==> src/rtl/led_gui_pkg.sv <==
// Shared types and constants for the LED GUI key front-end.
// Holds the sequencer state encoding, key indices and small helper functions.
package led_gui_pkg;

  localparam int KEY_NUM   = 4;
  localparam int KEY_IDX_W = $clog2(KEY_NUM);

  localparam int KEY_UP   = 0;
  localparam int KEY_DOWN = 1;
  localparam int KEY_OK   = 2;
  localparam int KEY_BACK = 3;

  typedef enum logic [2:0] {
    IDLE,
    DB_PRESS,
    HOLD,
    REPEAT,
    DB_REL
  } state_e;

  function automatic int unsigned max3(input int unsigned a, input int unsigned b,
                                       input int unsigned c);
    int unsigned m;
    m = (a > b) ? a : b;
    return (m > c) ? m : c;
  endfunction

  // Lowest set bit wins, so key 0 has the highest priority.
  function automatic logic [KEY_IDX_W-1:0] lowest_set(input logic [KEY_NUM-1:0] v);
    logic [KEY_IDX_W-1:0] idx;
    idx = '0;
    for (int i = KEY_NUM - 1; i >= 0; i--) begin
      if (v[i]) idx = KEY_IDX_W'(i);
    end
    return idx;
  endfunction

endpackage

==> src/rtl/led_gui_key_sync.sv <==
// Two-flop synchronizer for the raw, active-low key pins.
// Resets to all-ones so every key reads as released straight out of reset.
module led_gui_key_sync
  import led_gui_pkg::*;
#(
  parameter int WIDTH = KEY_NUM
) (
  input  logic             clk,
  input  logic             rst_n,
  input  logic [WIDTH-1:0] async_i,
  output logic [WIDTH-1:0] sync_o
);

  logic [WIDTH-1:0] meta_q;
  logic [WIDTH-1:0] sync_q;

  // NOTE: sequential state uses non-blocking assignments so both stages
  // sample their inputs from before the edge, giving a true two-flop chain.
  always_ff @(posedge clk) begin
    if (!rst_n) begin
      meta_q <= '1;
      sync_q <= '1;
    end else begin
      meta_q <= async_i;
      sync_q <= meta_q;
    end
  end

  assign sync_o = sync_q;

endmodule

==> src/rtl/led_gui_key_sequencer.sv <==
// Debounce, arbitration and auto-repeat for four push-buttons, producing
// registered one-hot, one-cycle command pulses on config_sig.
module led_gui_key_sequencer
  import led_gui_pkg::*;
#(
  parameter int unsigned DEBOUNCE_CYCLES = 1000000,
  parameter int unsigned REPEAT_DELAY    = 25000000,
  parameter int unsigned REPEAT_RATE     = 5000000,
  parameter int unsigned REPEAT_EN       = 1
) (
  input  logic                 clk,
  input  logic                 rst_n,
  input  logic [KEY_NUM-1:0]   key_in,
  output logic [KEY_NUM-1:0]   config_sig,
  output logic                 key_busy,
  output logic [KEY_IDX_W-1:0] key_sel
);

  localparam int unsigned CNT_MAX = max3(DEBOUNCE_CYCLES, REPEAT_DELAY, REPEAT_RATE);
  localparam int          CNT_W   = $clog2(CNT_MAX);

  localparam logic [CNT_W-1:0] DB_LAST = CNT_W'(DEBOUNCE_CYCLES - 1);
  localparam logic [CNT_W-1:0] RD_LAST = CNT_W'(REPEAT_DELAY - 1);
  localparam logic [CNT_W-1:0] RR_LAST = CNT_W'(REPEAT_RATE - 1);

  logic [KEY_NUM-1:0]   key_sync;
  logic [KEY_NUM-1:0]   key_act;
  logic                 sel_held;

  state_e               state_q, state_d;
  logic [CNT_W-1:0]     cnt_q, cnt_d;
  logic [KEY_IDX_W-1:0] sel_q, sel_d;
  logic [KEY_NUM-1:0]   cfg_q, cfg_d;

  led_gui_key_sync #(.WIDTH(KEY_NUM)) u_sync (
    .clk    (clk),
    .rst_n  (rst_n),
    .async_i(key_in),
    .sync_o (key_sync)
  );

  assign key_act  = ~key_sync;
  assign sel_held = key_act[sel_q];

  // NOTE: every variable gets a default before the case so no path leaves it
  // unassigned, which would otherwise infer a latch.
  always_comb begin
    state_d = state_q;
    cnt_d   = cnt_q;
    sel_d   = sel_q;
    cfg_d   = '0;
    unique case (state_q)
      IDLE: begin
        if (|key_act) begin
          state_d = DB_PRESS;
          sel_d   = lowest_set(key_act);
          cnt_d   = '0;
        end
      end
      DB_PRESS: begin
        if (!sel_held) begin
          state_d = IDLE;
          sel_d   = '0;
          cnt_d   = '0;
        end else if (cnt_q == DB_LAST) begin
          cfg_d[sel_q] = 1'b1;
          state_d      = HOLD;
          cnt_d        = '0;
        end else begin
          cnt_d = cnt_q + 1'b1;
        end
      end
      HOLD: begin
        if (!sel_held) begin
          state_d = DB_REL;
          cnt_d   = '0;
        end else if ((REPEAT_EN != 0) && (cnt_q == RD_LAST)) begin
          cfg_d[sel_q] = 1'b1;
          state_d      = REPEAT;
          cnt_d        = '0;
        end else if (cnt_q != '1) begin
          // Without auto-repeat a long hold parks the counter at full scale.
          cnt_d = cnt_q + 1'b1;
        end
      end
      REPEAT: begin
        if (!sel_held) begin
          state_d = DB_REL;
          cnt_d   = '0;
        end else if (cnt_q == RR_LAST) begin
          cfg_d[sel_q] = 1'b1;
          cnt_d        = '0;
        end else begin
          cnt_d = cnt_q + 1'b1;
        end
      end
      DB_REL: begin
        if (sel_held) begin
          cnt_d = '0;
        end else if (cnt_q == DB_LAST) begin
          state_d = IDLE;
          sel_d   = '0;
          cnt_d   = '0;
        end else begin
          cnt_d = cnt_q + 1'b1;
        end
      end
      default: begin
        state_d = IDLE;
        sel_d   = '0;
        cnt_d   = '0;
      end
    endcase
  end

  // Reset also drops any pulse decided on the same edge.
  always_ff @(posedge clk) begin
    if (!rst_n) begin
      state_q <= IDLE;
      cnt_q   <= '0;
      sel_q   <= '0;
      cfg_q   <= '0;
    end else begin
      state_q <= state_d;
      cnt_q   <= cnt_d;
      sel_q   <= sel_d;
      cfg_q   <= cfg_d;
    end
  end

  assign config_sig = cfg_q;
  assign key_busy   = (state_q != IDLE);
  assign key_sel    = sel_q;

endmodule

==> config.mk <==
export PLATFORM = sky130hd
export DESIGN_NAME = led_gui_key_sequencer
export DESIGN_NICKNAME = d
export VERILOG_FILES = /design/src/rtl/led_gui_pkg.sv /design/src/rtl/led_gui_key_sync.sv /design/src/rtl/led_gui_key_sequencer.sv
export SDC_FILE = /design/constraint.sdc
export NUM_CORES = 1
export LEC_CHECK = 0
export BUFFER_PORTS_ARGS = -buffer_cell sky130_fd_sc_hd__buf_2
export CAP_MARGIN = 15
export CORE_UTILIZATION = 50
export DETAILED_ROUTE_END_ITERATION = 7
export HOLD_SLACK_MARGIN = 0.15
export PLACE_DENSITY = 0.7
export SYNTH_ARGS = -nofsm -noshare
export SYNTH_HDL_FRONTEND = slang
export SYNTH_SLANG_ARGS = --single-unit
==> constraint.sdc <==
create_clock -name clk -period 3.27 [get_ports clk]
set_clock_uncertainty 0.05 [all_clocks]
set_input_delay 0.1635 -clock clk [delete_from_list [all_inputs] [get_ports clk]]
set_output_delay 0.1635 -clock clk [all_outputs]
set_load 0.01 [all_outputs]
==> results.md <==
* CTS sink count at 42
* Total wire length at approximately 4.9 mm
* P&R area growth vs syn at 11.2%
* FP Rows at 23
* Highest routed layer: met4
* Final nets at 284
* Sequential cell area at 841 µm²
* Clock Tree Root: clkbuf_8
* Largest net degree at the start of global routing at 22
* Final WS setup at between 0.3 and 0.4 ns
* RSZ-0062 raised after global routing: no
* Multi-input gate area at 0.00129 mm²
* Vias in the first global route at between 1500 and 2000
* Post-synth top area share at approximately 38%
* R2R Path End: cnt_q[15]
* Ant. Diodes at 0
* Gr usage total at 23.7%
* Worst Setup SP: cnt_q[10]
* Seq cells post-synth at 42
* Slew @ Worst Pin at roughly 0.68 ns
* Syn_nets at roughly 270
* Worst hold path class: input port to flip-flop
* Hold Crit Depth at 2
* Crit path DAT at about 3.0 ns
* Avg WL per Cell at around 15 µm
* CP Class: flip-flop to flip-flop
* Metal3 WL at roughly 240 µm
* Yosys cell types at 47
* Worst Path Required at 3.41 ns
* Fillcell total at between 300 and 400
* Core Box Area at 0.00412 mm²
* Max_cap viols at 0
* Residual DRC at 0
* Top cells by area, synth: dfxtp_1 38%, o211ai_1 5.4%, nor2_1 5.2%
* Fmax at around 350 MHz
* Vias at roughly 2000
* Yosys top cell by area: dfxtp_1
* Die Y at 68.6 µm
* Primary FF master, synth: dfxtp_1
* CTS tree: done
* Layout Cell Area excl Fill at approximately 0.0025 mm²
* Mapped Area at around 0.0022 mm²
* I/O Buffers at 12
* Vias/cell at a little over 6
* Post-Place Worst Slack at approximately 0.4 ns
* H-tree depth at 2
* DR iter-0 viols at 218
* Worst Setup End Kind: flip-flop
* Period utilization at 88.6%
* Slew margin rel. at a little over half
* Layout cells sized above 1 at between 10% and 20%
* Hold Vio Cnt, Final at 0
* Syn_area_per_cell at ~8.3 µm²
* Clock tree buffer depth at 2
* R2R depth at 8
* Slew Limit Fails at 0
* Setup tns final at 0 ns
* Worst-path clk slew at 0.08 ns
* Starting Density at 53.9%
* Clk_lat worst skew at between 0.2 and 0.3 ns
* FF-to-FF Start: cnt_q[10]
* Die Wd at just under 70 µm
* First-pass GRT wire length at slightly above 8 mm
* Hpwl dp at between 3 and 4 mm
* Post-synth EDFFs at 0
* Max VDD drop at 0.000313 V
* Setup violators final at 0
* Die Area at 0.00471 mm²
* Antenna-violating nets left at 0
* Metal-1 WL at 2.49 mm
* Routability cong. at between 0.8 and 0.9
* Power per cell area at ~430 mW/mm²
* P_leak at 0.813 nW
* Routed met2 length at ~2.2 mm
* Reg-to-reg slack, setup at approximately 0.37 ns
* Global route overflow at 0
* Cells after Synth at 266
* Period minus WS final at between 2 and 3 ns
* Largest fanout on the critical path at 16
* Initial antenna violation count at 0
* Async set-reset flop share out of synthesis at 0%
* Cts bufs inserted at 5
* Synth Warn # at 0
* # IOs at 13
* Register area share after synthesis at between 30% and 40%
* Worst Setup EP: cnt_q[15]
* Drt first pass iters at 4
* DP Area at 0.00231 mm²
* Status: completed
* CP startpoint kind: flip-flop
registers in the layout, summed over array words and instances, names as in the netlist:
| name | count |
|---|---|
| u_sync.sync_o | 4 |
| cnt_q | 25 |
| state_q | 3 |
| u_sync.meta_q | 4 |
| config_sig | 4 |
| key_sel | 2 |
report_power, final:
group | internal (mW) | switching, mW | leakage [nW]
logic | 0.0430 | 0.0667 | 0.415
registers | 0.522 | 0.0144 | 0.341
clock network | 0.244 | 0.171 | 0.0573
through the flow:
stage          power, mW  util, %  hold slack [ns]  std cells
2_1_floorplan      0.625        -            0.215        266
3_3_place_gp       0.653     56.2            0.293        316
3_5_place_dp       0.655     56.2            0.301        316
4_1_cts             1.07     59.9            0.199        327
5_1_grt             1.11     59.9            0.224        327
6_report            1.06     59.9            0.201        327
cell type report:
class | instances | area share [%]
Timing Repair Buffer | 21 | 5.58
Tap cell | 50 | 2.54
Sequential cell | 42 | 34.1
Inverter | 5 | 0.761
Multi-Input combinational cell | 202 | 52.5
Clock inverter | 1 | 1.22
Clock buffer | 6 | 3.35
critical path, stage by stage (launching register included):
cell and delay [ns]:
dfxtp_1 0.33, or4b_4 0.55, nor4_4 0.40, a211o_2 0.38
o21ai_0 0.14, buf_4 0.19, o31ai_4 0.43, buf_4 0.25
nor2_1 0.06
synth_stat cells, types with 2 or more instances:
cell / number
and2_1: 2
and4_1: 4
xor2_1: 12
nand2b_1: 10
o2111ai_1: 5
nand3b_1: 2
a32o_1: 2
nand3_1: 10
dfxtp_1: 42
nor3_1: 9
inv_1: 5
nor2_1: 31
or3_1: 6
or4_1: 3
a21oi_1: 8
nor4_1: 5
nand2_1: 22
o21ai_0: 14
nand4_1: 8
o211ai_1: 16
a31oi_1: 6
clkbuf_1: 16
and3_1: 3
o31ai_1: 2
cell usage in the layout (no fill, tap or decap), types with 2 or more instances in the layout:
| master | count |
|---|---|
| nand2b_1 | 10 |
| o21ai_0 | 14 |
| o31ai_1 | 2 |
| a31oi_1 | 6 |
| nor2_1 | 31 |
| and2_1 | 2 |
| o2111ai_1 | 5 |
| nand3_1 | 10 |
| inv_1 | 5 |
| nor3_1 | 9 |
| buf_2 | 12 |
| clkbuf_8 | 6 |
| a32o_1 | 2 |
| xor2_1 | 12 |
| and3_1 | 3 |
| or3_1 | 6 |
| or4_1 | 3 |
| nor4_1 | 5 |
| buf_4 | 5 |
| nand3b_1 | 2 |
| a21oi_1 | 8 |
| nand2_1 | 22 |
| dfxtp_1 | 42 |
| dlygate4sd3_1 | 4 |
| o211ai_1 | 16 |
| and4_1 | 4 |
| nand4_1 | 8 |
cell families (layout without fill, tap and decap cells):
group	after synthesis	in the layout	synth area share (%)
flip-flops	42	42	37.9
AND/OR/NAND/NOR	125	125	30.9
XOR/XNOR	13	13	5.13
adder cells (fa/ha/maj)	1	1	0.564
AO/OA/AOI/OAI	61	61	20.2
buffers and inverters	22	33	3.78
multiplexers	2	2	1.47
worst min path at each step:
stage | from | to | slack, ns
final | rst_n | u_sync.meta_q[3] | 0.20
after CTS | rst_n | u_sync.sync_o[1] | 0.20
after global routing | rst_n | u_sync.sync_o[1] | 0.22
after floorplan | key_in[0] | u_sync.meta_q[0] | 0.21
after global placement | key_in[2] | u_sync.meta_q[2] | 0.29
after detailed placement | key_in[0] | u_sync.meta_q[0] | 0.30
repair_timing:
item | 4_1_cts | 5_1_grt
gates resized for setup | 0 | 0
hold buffers | 4 | 0
hold endpoints to repair | 4 | 0
setup buffers | 0 | 0
routing by layer:
| metal | vias up | track usage [%] |
|---|---|---|
| li1 | 1008 | - |
| met1 | 930 | 34.4 |
| met2 | 37 | 34.3 |
| met3 | 3 | 5.76 |
| met4 | 0 | 7.03 |
| met5 | - | 0 |
Note: power is estimated with default switching activity, not from simulation.
